[config.mk]
export PLATFORM = sky130hd
export DESIGN_NAME = inst_r_decoder
export DESIGN_NICKNAME = d
export VERILOG_FILES = /design/src/rtl/inst_r_decoder.sv
export SDC_FILE = /design/constraint.sdc
export NUM_CORES = 1
export LEC_CHECK = 0
export CORE_ASPECT_RATIO = 1.75
export CORE_MARGIN = 3
export CORE_UTILIZATION = 35
export DETAILED_ROUTE_END_ITERATION = 8
export HOLD_SLACK_MARGIN = 0.12
export PLACE_DENSITY = 0.79
export SLEW_MARGIN = 20
export SYNTH_ARGS = -nofsm -noshare
export SYNTH_HDL_FRONTEND = slang
export SYNTH_SLANG_ARGS = --single-unit
[constraint.sdc]
create_clock -name clk -period 2.32 [get_ports clk]
set_clock_uncertainty 0.15 [all_clocks]
set_input_delay 0.464 -clock clk [delete_from_list [all_inputs] [get_ports clk]]
set_output_delay 0.464 -clock clk [all_outputs]
set_load 0.005 [all_outputs]
[src/rtl/inst_r_decoder.sv]
// ---------------------------------------------------------------------------
// inst_r_decoder
//
// Single-stage RV32 R-type instruction decoder. Every accepted instruction
// word is split into its register/function fields and classified into an
// ALU operation code. All outputs are registered, so a decode appears
// exactly one cycle after the word is presented with in_valid=1.
// A new word can be accepted every cycle.
//
// Parameters
//   SUPPORT_M         1 = decode RV32M (funct7=0000001), 0 = treat as illegal
//
// Ports
//   clk               sole clock, rising-edge
//   rst               synchronous active-high reset
//   in_valid          instruction_word is valid this cycle
//   instruction_word  raw 32-bit RV32 instruction
//   rs2, rs1, rd      register fields captured from the word
//   funct3, funct7    function fields captured from the word
//   alu_op            decoded operation (0 when illegal)
//   out_valid         outputs hold a fresh decode result this cycle
//   illegal           captured word is not a supported R-type
//   reg_write         legal decode that targets a register other than x0
// ---------------------------------------------------------------------------
module inst_r_decoder #(
    parameter int unsigned SUPPORT_M = 0
) (
    input  logic        clk,
    input  logic        rst,
    input  logic        in_valid,
    input  logic [31:0] instruction_word,
    output logic [4:0]  rs2,
    output logic [4:0]  rs1,
    output logic [4:0]  rd,
    output logic [2:0]  funct3,
    output logic [6:0]  funct7,
    output logic [4:0]  alu_op,
    output logic        out_valid,
    output logic        illegal,
    output logic        reg_write
);

    localparam logic [6:0] OPC_OP     = 7'b0110011;
    localparam logic [6:0] F7_BASE    = 7'b0000000;
    localparam logic [6:0] F7_ALT     = 7'b0100000;
    localparam logic [6:0] F7_MULDIV  = 7'b0000001;

    localparam logic [4:0] ALU_ADD  = 5'd0;
    localparam logic [4:0] ALU_SUB  = 5'd1;
    localparam logic [4:0] ALU_SLL  = 5'd2;
    localparam logic [4:0] ALU_SLT  = 5'd3;
    localparam logic [4:0] ALU_SLTU = 5'd4;
    localparam logic [4:0] ALU_XOR  = 5'd5;
    localparam logic [4:0] ALU_SRL  = 5'd6;
    localparam logic [4:0] ALU_SRA  = 5'd7;
    localparam logic [4:0] ALU_OR   = 5'd8;
    localparam logic [4:0] ALU_AND  = 5'd9;
    localparam logic [4:0] ALU_MUL  = 5'd10;

    // Field slices of the incoming word.
    logic [6:0] opcode_w;
    logic [4:0] rd_w;
    logic [2:0] funct3_w;
    logic [4:0] rs1_w;
    logic [4:0] rs2_w;
    logic [6:0] funct7_w;

    assign opcode_w = instruction_word[6:0];
    assign rd_w     = instruction_word[11:7];
    assign funct3_w = instruction_word[14:12];
    assign rs1_w    = instruction_word[19:15];
    assign rs2_w    = instruction_word[24:20];
    assign funct7_w = instruction_word[31:25];

    logic [4:0] alu_op_d;
    logic       illegal_d;
    logic       reg_write_d;

    // Combinational classification of the incoming word.
    always_comb begin
        // NOTE: every variable written here gets a default first, so no path
        // leaves it unassigned and no latch is inferred.
        alu_op_d  = ALU_ADD;
        illegal_d = 1'b0;

        if (opcode_w != OPC_OP) begin
            illegal_d = 1'b1;
        end else begin
            case (funct7_w)
                F7_BASE: begin
                    case (funct3_w)
                        3'd0:    alu_op_d = ALU_ADD;
                        3'd1:    alu_op_d = ALU_SLL;
                        3'd2:    alu_op_d = ALU_SLT;
                        3'd3:    alu_op_d = ALU_SLTU;
                        3'd4:    alu_op_d = ALU_XOR;
                        3'd5:    alu_op_d = ALU_SRL;
                        3'd6:    alu_op_d = ALU_OR;
                        default: alu_op_d = ALU_AND;
                    endcase
                end
                F7_ALT: begin
                    if (funct3_w == 3'd0) begin
                        alu_op_d = ALU_SUB;
                    end else if (funct3_w == 3'd5) begin
                        alu_op_d = ALU_SRA;
                    end else begin
                        illegal_d = 1'b1;
                    end
                end
                F7_MULDIV: begin
                    // MUL..REMU occupy consecutive codes in funct3 order.
                    if (SUPPORT_M != 0) begin
                        alu_op_d = ALU_MUL + {2'b00, funct3_w};
                    end else begin
                        illegal_d = 1'b1;
                    end
                end
                default: illegal_d = 1'b1;
            endcase
        end

        reg_write_d = !illegal_d && (rd_w != 5'd0);
    end

    logic [4:0] rs2_q;
    logic [4:0] rs1_q;
    logic [4:0] rd_q;
    logic [2:0] funct3_q;
    logic [6:0] funct7_q;
    logic [4:0] alu_op_q;
    logic       out_valid_q;
    logic       illegal_q;
    logic       reg_write_q;

    // Output register stage. When in_valid is low only out_valid drops;
    // the rest of the stage holds the last decode.
    always_ff @(posedge clk) begin
        // NOTE: sequential state uses non-blocking assignments so every
        // register samples pre-edge values regardless of statement order.
        if (rst) begin
            rs2_q       <= '0;
            rs1_q       <= '0;
            rd_q        <= '0;
            funct3_q    <= '0;
            funct7_q    <= '0;
            alu_op_q    <= '0;
            out_valid_q <= 1'b0;
            illegal_q   <= 1'b0;
            reg_write_q <= 1'b0;
        end else if (in_valid) begin
            rs2_q       <= rs2_w;
            rs1_q       <= rs1_w;
            rd_q        <= rd_w;
            funct3_q    <= funct3_w;
            funct7_q    <= funct7_w;
            alu_op_q    <= alu_op_d;
            out_valid_q <= 1'b1;
            illegal_q   <= illegal_d;
            reg_write_q <= reg_write_d;
        end else begin
            out_valid_q <= 1'b0;
        end
    end

    assign rs2       = rs2_q;
    assign rs1       = rs1_q;
    assign rd        = rd_q;
    assign funct3    = funct3_q;
    assign funct7    = funct7_q;
    assign alu_op    = alu_op_q;
    assign out_valid = out_valid_q;
    assign illegal   = illegal_q;
    assign reg_write = reg_write_q;

endmodule

==> results of run 1 <==
[power breakdown]
| part | internal [mW] | switching (mW) |
|---|---|---|
| combinational | 0.132 | 0.0746 |
| clock | 0.236 | 0.193 |
| sequential | 0.578 | 0.0144 |
[flip-flops by register name (all words and copies together) (netlist names)]
register   count
rd             5
alu_op         4
funct3         3
rs1            5
rs2            5
reg_write      1
illegal        1
funct7         7
out_valid      1
[cells in the final DEF, fill, tap and decap left out, types with 2 or more instances in the layout]
| master | count |
|---|---|
| o21ai_0 | 2 |
| clkbuf_8 | 6 |
| nor3_1 | 2 |
| inv_1 | 2 |
| clkdlybuf4s50_1 | 65 |
| a21oi_1 | 2 |
| nor2b_1 | 2 |
| buf_4 | 3 |
| clkinv_2 | 2 |
| a22o_1 | 3 |
| mux2i_1 | 26 |
| dfxtp_1 | 32 |
| nor2_1 | 33 |
[metal layers]
| metal | up-vias | part of all wire [%] | wire length, um |
|---|---|---|---|
| li1 | 562 | - | - |
| met1 | 541 | 35 | 1170 |
| met2 | 37 | 57 | 1900 |
| met3 | 7 | 5.2 | 175 |
| met4 | 0 | 2.6 | 87 |
| met5 | - | 0 | 0 |
[cells by family (layout without fill, tap and decap cells)]
group,count (synthesis),after routing,share of synthesized area [%]
AOI/OAI and AO/OA,11,11,6.42
DFF,32,32,50.5
muxes,26,26,20.5
other,1,1,0.296
and+or+nand+nor,44,44,16.4
buffers and inverters,10,79,4.44
xor gates and xnor gates,2,2,1.38
[through the flow]
| stage | hold WS (ns) | total power, mW | util (%) | cells | setup WS (ns) |
|---|---|---|---|---|---|
| finish | 0.324 | 1.23 | 59.6 | 240 | 0.555 |
| global route | 0.352 | 1.30 | 59.6 | 240 | 0.501 |
| CTS | 0.329 | 1.25 | 59.6 | 240 | 0.542 |
| detailed placement | 0.310 | 0.814 | 56.9 | 232 | 0.347 |
| global placement | 0.313 | 0.806 | 56.9 | 232 | 0.379 |
| floorplan | 0.316 | 0.682 | - | 126 | 0.918 |
[path summary, 6_finish.rpt]
| path | from | to | slack, ns | cells after the start |
|---|---|---|---|---|
| worst max register to register | reg_write | reg_write | 1.51 | 1 |
| worst min register to register | alu_op[1] | alu_op[1] | 0.32 | 1 |
| worst min-delay path | alu_op[1] | alu_op[1] | 0.32 | 1 |
| worst max-delay path | reg_write | reg_write | 0.56 | 1 |
[final cells by class]
class,count,area share (%)
Sequential cell,32,31.3
Clock inverter,2,0.489
Multi-Input combinational cell,84,27.9
Clock buffer,6,4.04
Timing Repair Buffer,69,33.1
Inverter,2,0.367
Tap cell,45,2.75
==> metrics.md, run 1 <==
| Metric | Value |
|---|---|
| Outcome | complete, no violations |
| Initial antenna violation count | 0 |
| GP Congestion | 0.749 |
| First-pass GRT wire length | 5730 um |
| Cell accounting for the most synthesized area | dfxtp_1 |
| Worst vdd ir | 460 uV |
| DRT iter0 DRCs | 5 |
| Number of H-tree levels | 2 |
| Startpoint Class | register |
| CP required | 1.71 ns |
| Post-Syn Area per Cell | 10.1 um2 |
| Setup TNS | 0 ns |
| Worst path top cell family by delay | buffers and inverters |
| Final Cycle Share | 76.1% |
| Die ar. | 4410 um2 |
| Post-synth net total | 161 |
| Count leader, synth | nor2_1 |
| DR vias | 1147 |
| Avg WL per Cell | 13.9 um |
| Die Wd | 51.5 um |
| Leak | 0.855 nW |
| Number of hold-slack violations in the final timing report | 0 |
| Sequential area share after synthesis | 50.5% |
| Placed inst area | 1950 um2 |
| Final setup vio count | 0 |
| Layout cells sized above 1 | 8.21% |
| Synth cell count leaders | nor2_1, dfxtp_1, mux2i_1 |
| Global route overflow | 0 |
| CTS buffer count | 5 |
| CP peak stage delay | 0.52 ns |
| Hold buffer count at cts | 0 |
| Routing usage on met3 | 5.74% |
| Vias in the first global route | 1238 |
| Pin count of the biggest net entering global routing | 29 |
| Syn. warnings | 0 |
| CTS root buffer | clkbuf_8 |
| # clock sinks | 32 |
| FP Rows | 28 |
| Post-synth EDFFs | 0 |
| Met1 Resource Use GR | 17.1% |
| Fin nets | 229 |
| Design area | 2050 um2 |
| Main synth FF type | dfxtp_1 |
| Die height | 85.6 um |
| Antenna Cells | 0 |
| GR Util All Layers | 17.2% |
| Residual DRC | 0 |
| Port Buffer Count | 66 |
| Mapped Area | 1270 um2 |
| Total Routed Length | 3340 um |
| Max Fanout on Critical Path | 2 |
| Worst-Skew Late Latency | 0.28 ns |
| Yosys cell types | 27 |
| CTS tree | done |
| Starting Density | 36.9% |
| Yosys reg bits | 32 |
| Worst Setup End Kind | output port |
| Met2 Use GR | 30.7% |
| Post-CTS resize count | 0 |
| Max Cap Viol | 0 |
| Clk buf depth | 2 |
| Pwr/cell area | 600 nW/um2 |
| CP Class | reg -> out |
| Critical Path AT | 1.15 ns |
| Cell count after synthesis | 126 |
| Via density | 4.78 |
| First-pass detailed-route iteration total | 2 |
| RSZ-0062 raised after global routing | false |
| Max Slew Vio Count | 0 |
| Storage element area | 641 um2 |
| # fillers | 317 |
| IO Pins | 68 |
| F_max | 567 MHz |
| Worst path slowest cell | clkdlybuf4s50_1 |
| Yosys top cell area share | 50.5% |
| Critical Path, Cell by Cell | clkdlybuf4s50_1 |
| Synth area leaders | dfxtp_1, mux2i_1, nor2_1 |
| Worst Path Buf+Inv | 1 |
| Hold WC Path Type | reg -> reg |
| Post-route minimum period | 1.76 ns |
| HPWL after DPL | 2660 um |
| GRT Max-Usage Layer | met2 |
| Area occupied by multi-input gates | 571 um2 |
| Layout area overhead | 61.4% |
| Worst-path clk slew | 0.07 ns |
| CORE AREA | 3430 um2 |
| Async set-reset flop share out of synthesis | 0% |
| Setup bufs post-CTS | 0 |
| Antenna-violating nets left | 0 |
Power figures use the tool's default switching activity.
==> inputs of run 2 (changes only) <==
clock period = 1.7 ns   (was 2.32 ns; I/O delays follow)
==> metrics.md, run 2 (synthesized netlist as in run 1, its figures left out) <==
| Metric | Value |
|---|---|
| Outcome | complete, no violations |
| Die height | 85.6 um (unchanged) |
| # clock sinks | 32 (unchanged) |
| Post-CTS resize count | 0 (unchanged) |
| Antenna Cells | 0 (unchanged) |
| Storage element area | 641 um2 (unchanged) |
| Commonest cells after routing, fill and taps aside | clkdlybuf4s50_1, nor2_1, dfxtp_1 |
| Worst hold slack | 0.323 ns (-0.000761 ns) |
| Max Cap Viol | 0 (unchanged) |
| Post-route minimum period | 1.63 ns |
| Startpoint Class | register |
| F_max | 612 MHz |
| Area occupied by multi-input gates | 571 um2 (unchanged) |
| CORE AREA | 3430 um2 (unchanged) |
| Hold buffer count at cts | 0 (unchanged) |
| FP Rows | 28 (unchanged) |
| Die Wd | 51.5 um (unchanged) |
| Layout area overhead | 64.4% |
| CP peak stage delay | 0.51 ns (about the same) |
| First-pass detailed-route iteration total | 4 (+2) |
| Avg WL per Cell | 13.6 um (-2.2%) |
| Hold WC Path Type | reg -> reg |
| Final Cycle Share | 96.1% |
| Clk buf depth | 2 (unchanged) |
| Psw | 370 uW (+31%) |
| Worst Path Buf+Inv | 1 (unchanged) |
| Final WS setup | 0.0666 ns (-0.489 ns) |
| RSZ-0062 raised after global routing | false |
| Sw frac | 22.8% (-0.17 points) |
| Placed inst area | 2010 um2 (+2.7%) |
| Routed met3 length | 206 um (+18%) |
| Commonest non-fill, non-tap cell in the layout | clkdlybuf4s50_1 |
| Via density | 4.71 (-1.5%) |
| Routed wl met2 | 1850 um (-2.7%) |
| Worst-Skew Late Latency | 0.27 ns (about the same) |
| Fin nets | 236 (+3.1%) |
| DR vias | 1158 (+0.96%) |
| Critical Path AT | 1.14 ns (about the same) |
| Reg power frac | 49.7% (+1.5 points) |
| CP Class | reg -> out |
| Final setup vio count | 0 (unchanged) |
| Antenna-violating nets left | 0 (unchanged) |
| Global route overflow | 0 (unchanged) |
| Number of hold-slack violations in the final timing report | 0 (unchanged) |
| Placed Cells | 239 (+3.0%) |
| Initial antenna violation count | 0 (unchanged) |
| Worst-path clk slew | 0.06 ns (about the same) |
| Pin count of the biggest net entering global routing | 20 (-31%) |
| Critical Path, Cell by Cell | clkdlybuf4s50_1 |
| First-pass GRT wire length | 5620 um (-2.0%) |
| DRT iter0 DRCs | 17 (+12) |
| Reg2reg setup slack | 0.92 ns (-0.59 ns) |
| Design area | 2080 um2 (+1.8%) |
| Port Buffer Count | 66 (unchanged) |
| HP Start | alu_op[1] |
| Starting Density | 36.9% (unchanged) |
| Int Pwr | 1.26 mW (+33%) |
| Combinational power share | 18.2% (+1.3 points) |
| Top layer reached by signal wires | met4 |
| Post-route insts no fill | 246 (+2.5%) |
| Worst vdd ir | 734 uV (+59%) |
| Clock Power Share | 32.1% (-2.8 points) |
| Residual DRC | 0 (unchanged) |
| Critical path launch point | alu_op[3] |
| GR Util All Layers | 16.7% (-0.47 points) |
| IO Pins | 68 (unchanged) |
| CP required | 1.21 ns (-0.50 ns) |
| Worst path top cell family by delay | buffers and inverters |
| Worst Setup End Kind | output port |
| Setup TNS | 0 ns (unchanged) |
| Reg2reg start | reg_write |
| Vias in the first global route | 1217 (-1.7%) |
| Core Util, Final | 60.7% (+1.1 points) |
| HPWL after DPL | 2770 um (+4.3%) |
| Die ar. | 4410 um2 (unchanged) |
| Total Routed Length | 3350 um (+0.27%) |
| Met1 Wirelength | 1180 um (+0.94%) |
| Max Fanout on Critical Path | 2 (unchanged) |
| CTS buffer count | 5 (unchanged) |
| Max Slew Vio Count | 0 (unchanged) |
| Worst path slowest cell | clkdlybuf4s50_1 |
| Number of H-tree levels | 2 (unchanged) |
| Pwr/cell area | 781 nW/um2 (+30%) |
| Total power | 1.63 mW (+33%) |
| Setup bufs post-CTS | 0 (unchanged) |
| Max FFs per register | 7 (unchanged) |
| Pre-CTS setup slack | -0.187 ns (-0.534 ns) |
| CTS tree | done |
| Layout cells sized above 1 | 10.4% (+2.2 points) |
| CTS root buffer | clkbuf_8 |
| Leak | 0.879 nW (+2.8%) |
| GP Congestion | 0.820 (+9.6%) |
| # fillers | 329 (+3.8%) |
-- run 2: power groups by stage --
stage | clock [mW] | sequential, mW | combinational (mW)
6_report | 0.523 | 0.808 | 0.296
5_1_grt | 0.581 | 0.812 | 0.322
4_1_cts | 0.540 | 0.808 | 0.300
3_5_place_dp | 0 | 0.824 | 0.299
3_3_place_gp | 0 | 0.822 | 0.289
2_1_floorplan | 0 | 0.826 | 0.104
-- run 2: layout make-up --
cell class,count,area share [%]
Multi-Input combinational cell,84,27.4
Sequential cell,32,30.8
Tap cell,45,2.70
Timing Repair Buffer,76,35.1
Inverter,2,0.360
Clock buffer,6,3.48
Clock inverter,1,0.240
-- run 2: path summary, 6_finish.rpt --
kind,cells past startpoint,endpoint
max,1,alu_op[3]
min,1,alu_op[1]
max reg2reg,1,reg_write
min reg2reg,1,alu_op[1]
-- run 2: routing by layer --
layer | GRT usage [%] | vias to the layer above
li1 | - | 571
met3 | 4.17 | 11
met1 | 17.0 | 530
met4 | 8.35 | 0
met2 | 30.4 | 46
met5 | 0 | -
